### src/rtl/dmem_arbiter.sv
// dmem_arbiter
// Shares one single-cycle data memory (word addressed, four byte lanes with
// active-low write enables) between two requesters. Requester 0 is the CPU
// execute stage and requester 1 is the loader/debug port. Ownership is
// round-robin with a bounded burst length. Each beat captures the addressed
// word into a registered read-data output and pulses a one-cycle valid strobe.
//
// Ports:
//   clk, rstd                    clock, asynchronous active-low reset
//   r0_*/r1_* req,addr,wdata,    requester inputs; wren is active-low per byte,
//             wren                4'b1111 means read
//   r0_gnt, r1_gnt               registered grant (state is OWN0 / OWN1)
//   r0_rvalid, r1_rvalid         one-cycle strobe after each beat
//   r0_rdata, r1_rdata           captured read data, held until next strobe
//   mem_addr, mem_wdata,         memory request bus, idle values outside a beat
//   mem_wren
//   mem_rdata                    combinational memory read data
module dmem_arbiter #(
   parameter int ADDR_W    = 8,
   parameter int DATA_W    = 32,
   parameter int MAX_BURST = 4
) (
   input  logic              clk,
   input  logic              rstd,
   input  logic              r0_req,
   input  logic [ADDR_W-1:0] r0_addr,
   input  logic [DATA_W-1:0] r0_wdata,
   input  logic [3:0]        r0_wren,
   input  logic              r1_req,
   input  logic [ADDR_W-1:0] r1_addr,
   input  logic [DATA_W-1:0] r1_wdata,
   input  logic [3:0]        r1_wren,
   output logic              r0_gnt,
   output logic              r1_gnt,
   output logic              r0_rvalid,
   output logic              r1_rvalid,
   output logic [DATA_W-1:0] r0_rdata,
   output logic [DATA_W-1:0] r1_rdata,
   output logic [ADDR_W-1:0] mem_addr,
   output logic [DATA_W-1:0] mem_wdata,
   output logic [3:0]        mem_wren,
   input  logic [DATA_W-1:0] mem_rdata
);

   localparam int CNT_W = $clog2(MAX_BURST + 1);

   typedef enum logic [1:0] {IDLE, OWN0, OWN1} state_t;

   state_t           state, state_nxt;
   logic             ptr, ptr_nxt;
   logic [CNT_W-1:0] cnt, cnt_nxt;
   logic [CNT_W-1:0] cnt_sat;
   logic [CNT_W:0]   cnt_plus;
   logic             burst_done;
   logic             beat0, beat1;

   // A beat only happens while the owner is actually requesting; the cycle
   // after an owner drops req keeps the grant but performs no access.
   assign beat0  = (state == OWN0) && r0_req;
   assign beat1  = (state == OWN1) && r1_req;
   assign r0_gnt = (state == OWN0);
   assign r1_gnt = (state == OWN1);

   // The beat counter saturates at MAX_BURST so an uncontested owner can
   // stream forever without wrapping back into a short burst.
   assign cnt_plus   = {1'b0, cnt} + 1'b1;
   assign burst_done = (cnt_plus >= (CNT_W+1)'(MAX_BURST));
   assign cnt_sat    = (cnt == CNT_W'(MAX_BURST)) ? cnt : cnt_plus[CNT_W-1:0];

   // State, pointer and burst counter; reset drops to IDLE asynchronously so
   // the memory write enable deasserts the moment rstd falls.
   always_ff @(posedge clk or negedge rstd) begin
      if (!rstd) begin
         state <= IDLE;
         ptr   <= 1'b0;
         cnt   <= '0;
      end else begin
         state <= state_nxt;
         ptr   <= ptr_nxt;
         cnt   <= cnt_nxt;
      end
   end

   // Next-state decision. A forced handover at the burst limit has no empty
   // cycle; a release is decided in the granted cycle after req falls.
   always_comb begin
      state_nxt = state;
      ptr_nxt   = ptr;
      cnt_nxt   = cnt;
      case (state)
         IDLE: begin
            cnt_nxt = '0;
            if (r0_req && r1_req) begin
               state_nxt = ptr ? OWN1 : OWN0;
            end else if (r0_req) begin
               state_nxt = OWN0;
            end else if (r1_req) begin
               state_nxt = OWN1;
            end
         end
         OWN0: begin
            if (r0_req) begin
               if (!burst_done || !r1_req) begin
                  cnt_nxt = cnt_sat;
               end else begin
                  state_nxt = OWN1;
                  cnt_nxt   = '0;
                  ptr_nxt   = 1'b0;
               end
            end else if (r1_req) begin
               state_nxt = OWN1;
               cnt_nxt   = '0;
               ptr_nxt   = 1'b0;
            end else begin
               state_nxt = IDLE;
               cnt_nxt   = '0;
               ptr_nxt   = 1'b1;
            end
         end
         OWN1: begin
            if (r1_req) begin
               if (!burst_done || !r0_req) begin
                  cnt_nxt = cnt_sat;
               end else begin
                  state_nxt = OWN0;
                  cnt_nxt   = '0;
                  ptr_nxt   = 1'b1;
               end
            end else if (r0_req) begin
               state_nxt = OWN0;
               cnt_nxt   = '0;
               ptr_nxt   = 1'b1;
            end else begin
               state_nxt = IDLE;
               cnt_nxt   = '0;
               ptr_nxt   = 1'b0;
            end
         end
         default: begin
            state_nxt = IDLE;
            cnt_nxt   = '0;
         end
      endcase
   end

   // Memory bus mux; outside a beat the bus is parked with writes disabled.
   always_comb begin
      mem_addr  = '0;
      mem_wdata = '0;
      mem_wren  = 4'b1111;
      if (beat0) begin
         mem_addr  = r0_addr;
         mem_wdata = r0_wdata;
         mem_wren  = r0_wren;
      end else if (beat1) begin
         mem_addr  = r1_addr;
         mem_wdata = r1_wdata;
         mem_wren  = r1_wren;
      end
   end

   // Every beat, writes included, captures the pre-write word on the closing
   // edge and strobes valid for exactly the following cycle.
   always_ff @(posedge clk or negedge rstd) begin
      if (!rstd) begin
         r0_rvalid <= 1'b0;
         r1_rvalid <= 1'b0;
         r0_rdata  <= '0;
         r1_rdata  <= '0;
      end else begin
         r0_rvalid <= beat0;
         r1_rvalid <= beat1;
         if (beat0) begin
            r0_rdata <= mem_rdata;
         end
         if (beat1) begin
            r1_rdata <= mem_rdata;
         end
      end
   end

endmodule

### config.mk
export PLATFORM = sky130hd
export DESIGN_NAME = dmem_arbiter
export DESIGN_NICKNAME = d
export VERILOG_FILES = /design/src/rtl/dmem_arbiter.sv
export SDC_FILE = /design/constraint.sdc
export NUM_CORES = 1
export LEC_CHECK = 0
export BUFFER_PORTS_ARGS = -buffer_cell sky130_fd_sc_hd__buf_2
export CORE_MARGIN = 4
export CORE_UTILIZATION = 37
export DETAILED_ROUTE_END_ITERATION = 10
export PLACE_DENSITY = 0.87
export SETUP_SLACK_MARGIN = 0.05
export SYNTH_ARGS = -nofsm -noshare
export SYNTH_HDL_FRONTEND = slang
export SYNTH_SLANG_ARGS = --single-unit
### constraint.sdc
create_clock -name clk -period 1.6 [get_ports clk]
set_clock_uncertainty 0.05 [all_clocks]
set_input_delay 0.24 -clock clk [delete_from_list [all_inputs] [get_ports clk]]
set_output_delay 0.24 -clock clk [all_outputs]
set_load 0.005 [all_outputs]
After elaboration in Yosys (flattened, before gate mapping)
Index checks and enable logic that the tools add are counted.
W data, S select, Z words.
{ "classes": {"addsub": 1, "order_cmp": 1, "eq_ne": 6, "n_mux": 30, "n_reduce_logical": 12} }
{ "op_table": {"columns": ["operator", "n"], "rows": [
  ["$mux W32", 2],
  ["$mux W2", 9],
  ["$mux W8", 2],
  ["$mux W3", 5],
  ["$mux W4", 2],
  ["$mux W1", 7],
  ["$ne A3 B3 Y1 const B", 2],
  ["$pmux W2 S3", 1],
  ["$pmux W3 S2", 1],
  ["$reduce_and A3 Y1", 2],
  ["$add A3 B1 Y4 const B", 1],
  ["$ge A4 B3 Y1 const B", 1],
  ["$ne A4 B4 Y1 const B", 1],
  ["$eq A3 B3 Y1 const B", 1],
  ["$logic_and A1 B1 Y1", 3],
  ["$logic_not A1 Y1", 3],
  ["$eq A2 B1 Y1 const B", 1],
  ["$eq A2 B2 Y1 const B", 1],
  ["$logic_not A2 Y1", 1],
  ["$logic_or A1 B1 Y1", 2],
  ["$pmux W1 S2", 1],
  ["$reduce_bool A2 Y1", 1]
]} }
{ "word_totals": {"reg_bits": 72, "out_inout_bits": 112, "elab_cells": 57} }

Logic depth before layout (Yosys ltp)
{ "logic_depth": {"depth_word": 7, "ltp_mapped": 8, "ltp_nobuf": 7} }

Worst setup path after synthesis
No wires, ideal clock.
{ "synth_timing": {"path_type": "register -> output", "from": "reg state[1]", "to": "out mem_wdata[10]", "arrival_time_ns": 1.330, "t_required_ns": 1.310, "setup_slack_ns": -0.020, "path_stages_with_launch": 8, "n_path_buf": 2, "cell_sequence": "dfrtp_1 > inv_1 > ha_1 > nand2_1 > inv_1 > buf_2 > buf_2 > a22o_1"} }
{ "synth_rtl": {"columns": ["item", "line", "source"], "rows": [
  ["start, declared", "49", "state_t state, state_nxt;"],
  ["start signal, assigned", "78", "state <= state_nxt;"],
  ["$eq A2 B1 Y1", null, null],
  ["named net r0_gnt", "33", "output logic r0_gnt,"],
  ["$logic_and A1 B1 Y1", "59", "assign beat0 = (state == OWN0) && r0_req;"],
  ["$mux W32", "151", "if (beat0) begin"],
  ["end, declared", "40", "output logic [DATA_W-1:0] mem_wdata,"]
]} }
The timed path passes the listed nets, and every way through them passes these cells.

Worst setup path in the final report
{ "layout_timing": {"from": "reg state[0]", "to": "out mem_wdata[20]"} }
{ "layout_via": {"elab_chain_len": 4} }
{ "layout_rtl": {"columns": ["item", "line", "source"], "rows": [
  ["$eq A2 B2 Y1", "60", "assign beat1 = (state == OWN1) && r1_req;"],
  ["$logic_and A1 B1 Y1", "60", null],
  ["$mux W32", "155", "end else if (beat1) begin"],
  ["$mux W32 (*)", "151", null]
]} }
Every way passes the cells marked *; elsewhere a longest branch is shown, timed or not.

==> summary.txt <==
Status
  – Status: finished, violations left
  – Violated checks: setup timing

Yosys
  – Mean post-synth cell area: 10.8 sq um
  – Yosys cell types: 27
  – Fraction of registers with async set/reset: 100%
  – Synthesis warning total: 0
  – Primary FF master, synth: dfrtp_1
  – XOR/XNOR Fraction of Synth Area: 0.265%
  – Largest family of logic cells by synthesized area: compound AO/OA/AOI/OAI gates
  – Syn_nets: 437
  – Multiplexer area fraction after synthesis: 11.9%
  – Sequential area share after synthesis: 54.5%
  – Post-synth EDFFs: 0
  – Post-Synth Adder-Cell Area: 2.65%
  – Mapped Area: 0.00331 sq mm
  – Simple-Gate Fraction of Synth Area: 13.0%
  – Syn Inst Count: 306
  – Compound-cell area share of the yosys netlist: 14.0%
  – #FFs+latches synth: 72

Final layout
  – Final Cell Area: 0.00570 sq mm
  – Filler cells: 683
  – Fin util: 65.4%
  – Final Net Count: 706
  – Layout cells sized above 1: 60.7%
  – Area grow syn2layout: 72.3%

Clock tree
  – Number of CTS-inserted buffers: 9
  – Clk buf depth: 2
  – H-tree Lvls: 3
  – Root Driver: clkbuf_8
  – CTS sink cnt: 72
  – Clock slew at reported path FFs: 0.08 ns
  – Clk_lat worst skew: 0.33 ns
  – CTS tree: done

Worst setup path
  – Worst endpoint required time: 1.31 ns
  – CP startpoint: state[0]
  – Crit path max fanout: 10
  – Reg2reg path depth: 9
  – CP Class: reg -> out
  – Worst setup EP type: primary output
  – Worst endpoint data arrival time: 1.79 ns
  – CP startpoint kind: register
  – Endpoint of the worst setup timing path: mem_wdata[20]
  – R2R Setup Slk: -0.26 ns
  – FF-to-FF Start: state[1]
  – Capture point of the worst reg-to-reg path: state[0]

Placement
  – Dpl cell area: 0.00470 sq mm
  – Port bufs: 235
  – Place WS: -0.211 ns
  – Dpl hpwl: 9740 microns
  – Gp weighted congestion: 0.940

Detailed routing
  – DRC: 0
  – Post-route ant nets: 0
  – Routed vias/inst: 5.12
  – Vias: 3,530
  – DR iter-0 viols: 164
  – Drt wl/cell: 20.7 microns
  – DRT Wirelength: 14,200 microns
  – DRT Pass-1 Iters: 4

Global routing
  – Initial antenna violation count: 1
  – First-pass GRT wire length: 18,700 microns
  – Vias in the first global route: 3,554
  – Grt ovf: 0
  – Largest net degree at the start of global routing: 73
  – Total GRT Usage: 23.8%

Pwr
  – Power share of the sequential group: 32.0%
  – Maximum vdd ir drop: 1.08 mV
  – Pwr dens: 1730 mW/mm^2
  – Clk pwr share: 14.4%
  – Gate power share: 53.5%
  – Pleak: 3.22 nW
  – Switching Fraction: 35.0%
  – Internal power: 6.40 mW
  – Tot Pwr: 9.86 mW
  – Switch Pwr: 3.45 mW

Floorplanning
  – Die H: 103 microns
  – Starting Density: 37.9%
  – Core ar.: 0.00872 sq mm
  – Site Rows: 34
  – Die Width: 103 microns
  – Die area: 0.0105 sq mm
  – Io pins: 236

Timing
  – Final worst path period share: 130%
  – Fin Setup TNS: -22.05 ns
  – Final Slew Violations: 0
  – RSZ-0062 raised after global routing: true
  – Final-report setup violation count: 83
  – F_max: 482 MHz
  – Period minus WS final: 2.08 ns
  – Hold Violations, Final: 0
  – Worst Slack Setup Final: -0.476 ns
  – Max_slew headroom: 74.4%
  – Worst-Margin Slew: 0.384 ns

Hold path
  – Tightest Hold Check Type: in -> reg

Job
  – Max_cap viols: 0
==> layout make-up <==
cell class | count | area [sq um] | area share (%)
clock inverters | 6 | 68.8 | 1.21
clock buffers | 10 | 128 | 2.24
flip-flops and latches | 72 | 1800 | 31.6
repair buffers | 277 | 1860 | 32.7
multi-input cells | 206 | 1660 | 29.2
diodes | 1 | 2.50 | 0.0439
inverters | 9 | 38.8 | 0.680
well taps | 108 | 135 | 2.37
==> metrics by stage <==
| step | hold slack [ns] | cells |
|---|---|---|
| floorplan | -0.106 | 306 |
| global placement | 0.238 | 648 |
| detailed placement | 0.252 | 648 |
| CTS | 0.0343 | 679 |
| global route | 0.0466 | 689 |
| finish | 0.0589 | 689 |
==> sequential cells by signal, indices dropped and copies added (netlist names) <==
name       cells
state          2
r0_rvalid      1
r0_rdata      32
r1_rdata      32
ptr            1
r1_rvalid      1
cnt            3
==> repair_timing <==
| item | 4_1_cts | 5_1_grt |
|---|---|---|
| buffers inserted | 9 | 4 |
| endpoints found under the setup margin | 115 | 115 |
| hold buffers | 1 | 0 |
| pin swaps | 12 | 8 |
| gates resized for setup | 48 | 58 |
| hold endpoints to repair | 72 | 0 |
| gates cloned | 6 | 5 |
==> metal layers <==
layer / vias up / track usage, % / part of all wire (%)
met4: 0 / 11.5 / 3.4
met5: - / 0 / 0
li1: 1590 / - / -
met2: 177 / 45.8 / 56
met3: 30 / 3.72 / 6.5
met1: 1733 / 24.9 / 34
==> synth_stat cells (all sizes together) (2+ instances only) <==
cell type  number  area, sq um
nand2         102          385
inv             9         33.8
buf            17         83.8
and3            2         12.5
o22a            4         35.0
mux2           34          383
a22o           40          350
clkbuf          2         7.51
dfrtp          72         1800
a31oi           2         18.8
nor2            5         18.8
ha              7         87.6
==> worst min path at each step <==
stage,startpoint,to,slack (ns),depth (start not counted)
2_1_floorplan,rstd,cnt[0],-0.11,0
3_5_place_dp,rstd,r1_rdata[8],0.25,2
6_report,mem_rdata[14],r0_rdata[14],0.06,3
3_3_place_gp,rstd,r1_rdata[8],0.24,2
5_1_grt,mem_rdata[10],r0_rdata[10],0.05,3
4_1_cts,mem_rdata[14],r0_rdata[14],0.03,3
==> kinds of logic after synthesis <==
family | Yosys count
fa+ha+maj | 7
compound gates | 52
mux | 35
simple gates | 111
flops | 72
xor+xnor | 1
buf+inv | 28
==> power by group through the flow <==
stage / Combinational [mW] / Sequential [mW] / Clock (mW)
6_report: 5.27 / 3.16 / 1.42
5_1_grt: 5.67 / 3.26 / 1.58
4_1_cts: 4.47 / 3.11 / 1.48
3_5_place_dp: 3.70 / 3.12 / 0
3_3_place_gp: 3.51 / 3.07 / 0
2_1_floorplan: 1.76 / 3.17 / 0
==> critical path, cell delays in order, from the launching register on <==
cell	delay (ns)
dfrtp_2	0.45
inv_2	0.10
ha_4	0.16
nand2_4	0.07
nor2_4	0.14
buf_6	0.16
clkbuf_16	0.16
a22o_1	0.12
buf_2	0.11
==> placed cells by master, fill, tap and decap left out, types with 2 or more instances in the layout <==
cell	n
inv_4	2
nand2_4	3
ha_4	4
buf_6	12
buf_16	6
buf_12	7
clkinv_4	2
dfrtp_1	71
nor2_4	3
mux2_4	34
ha_1	2
a31oi_4	2
buf_8	3
buf_2	233
o22a_1	4
and3_4	2
buf_4	10
nand2_1	99
clkbuf_16	5
a22o_1	40
inv_2	2
clkbuf_8	9
inv_1	5
Note: power is estimated with default switching activity, not from simulation.
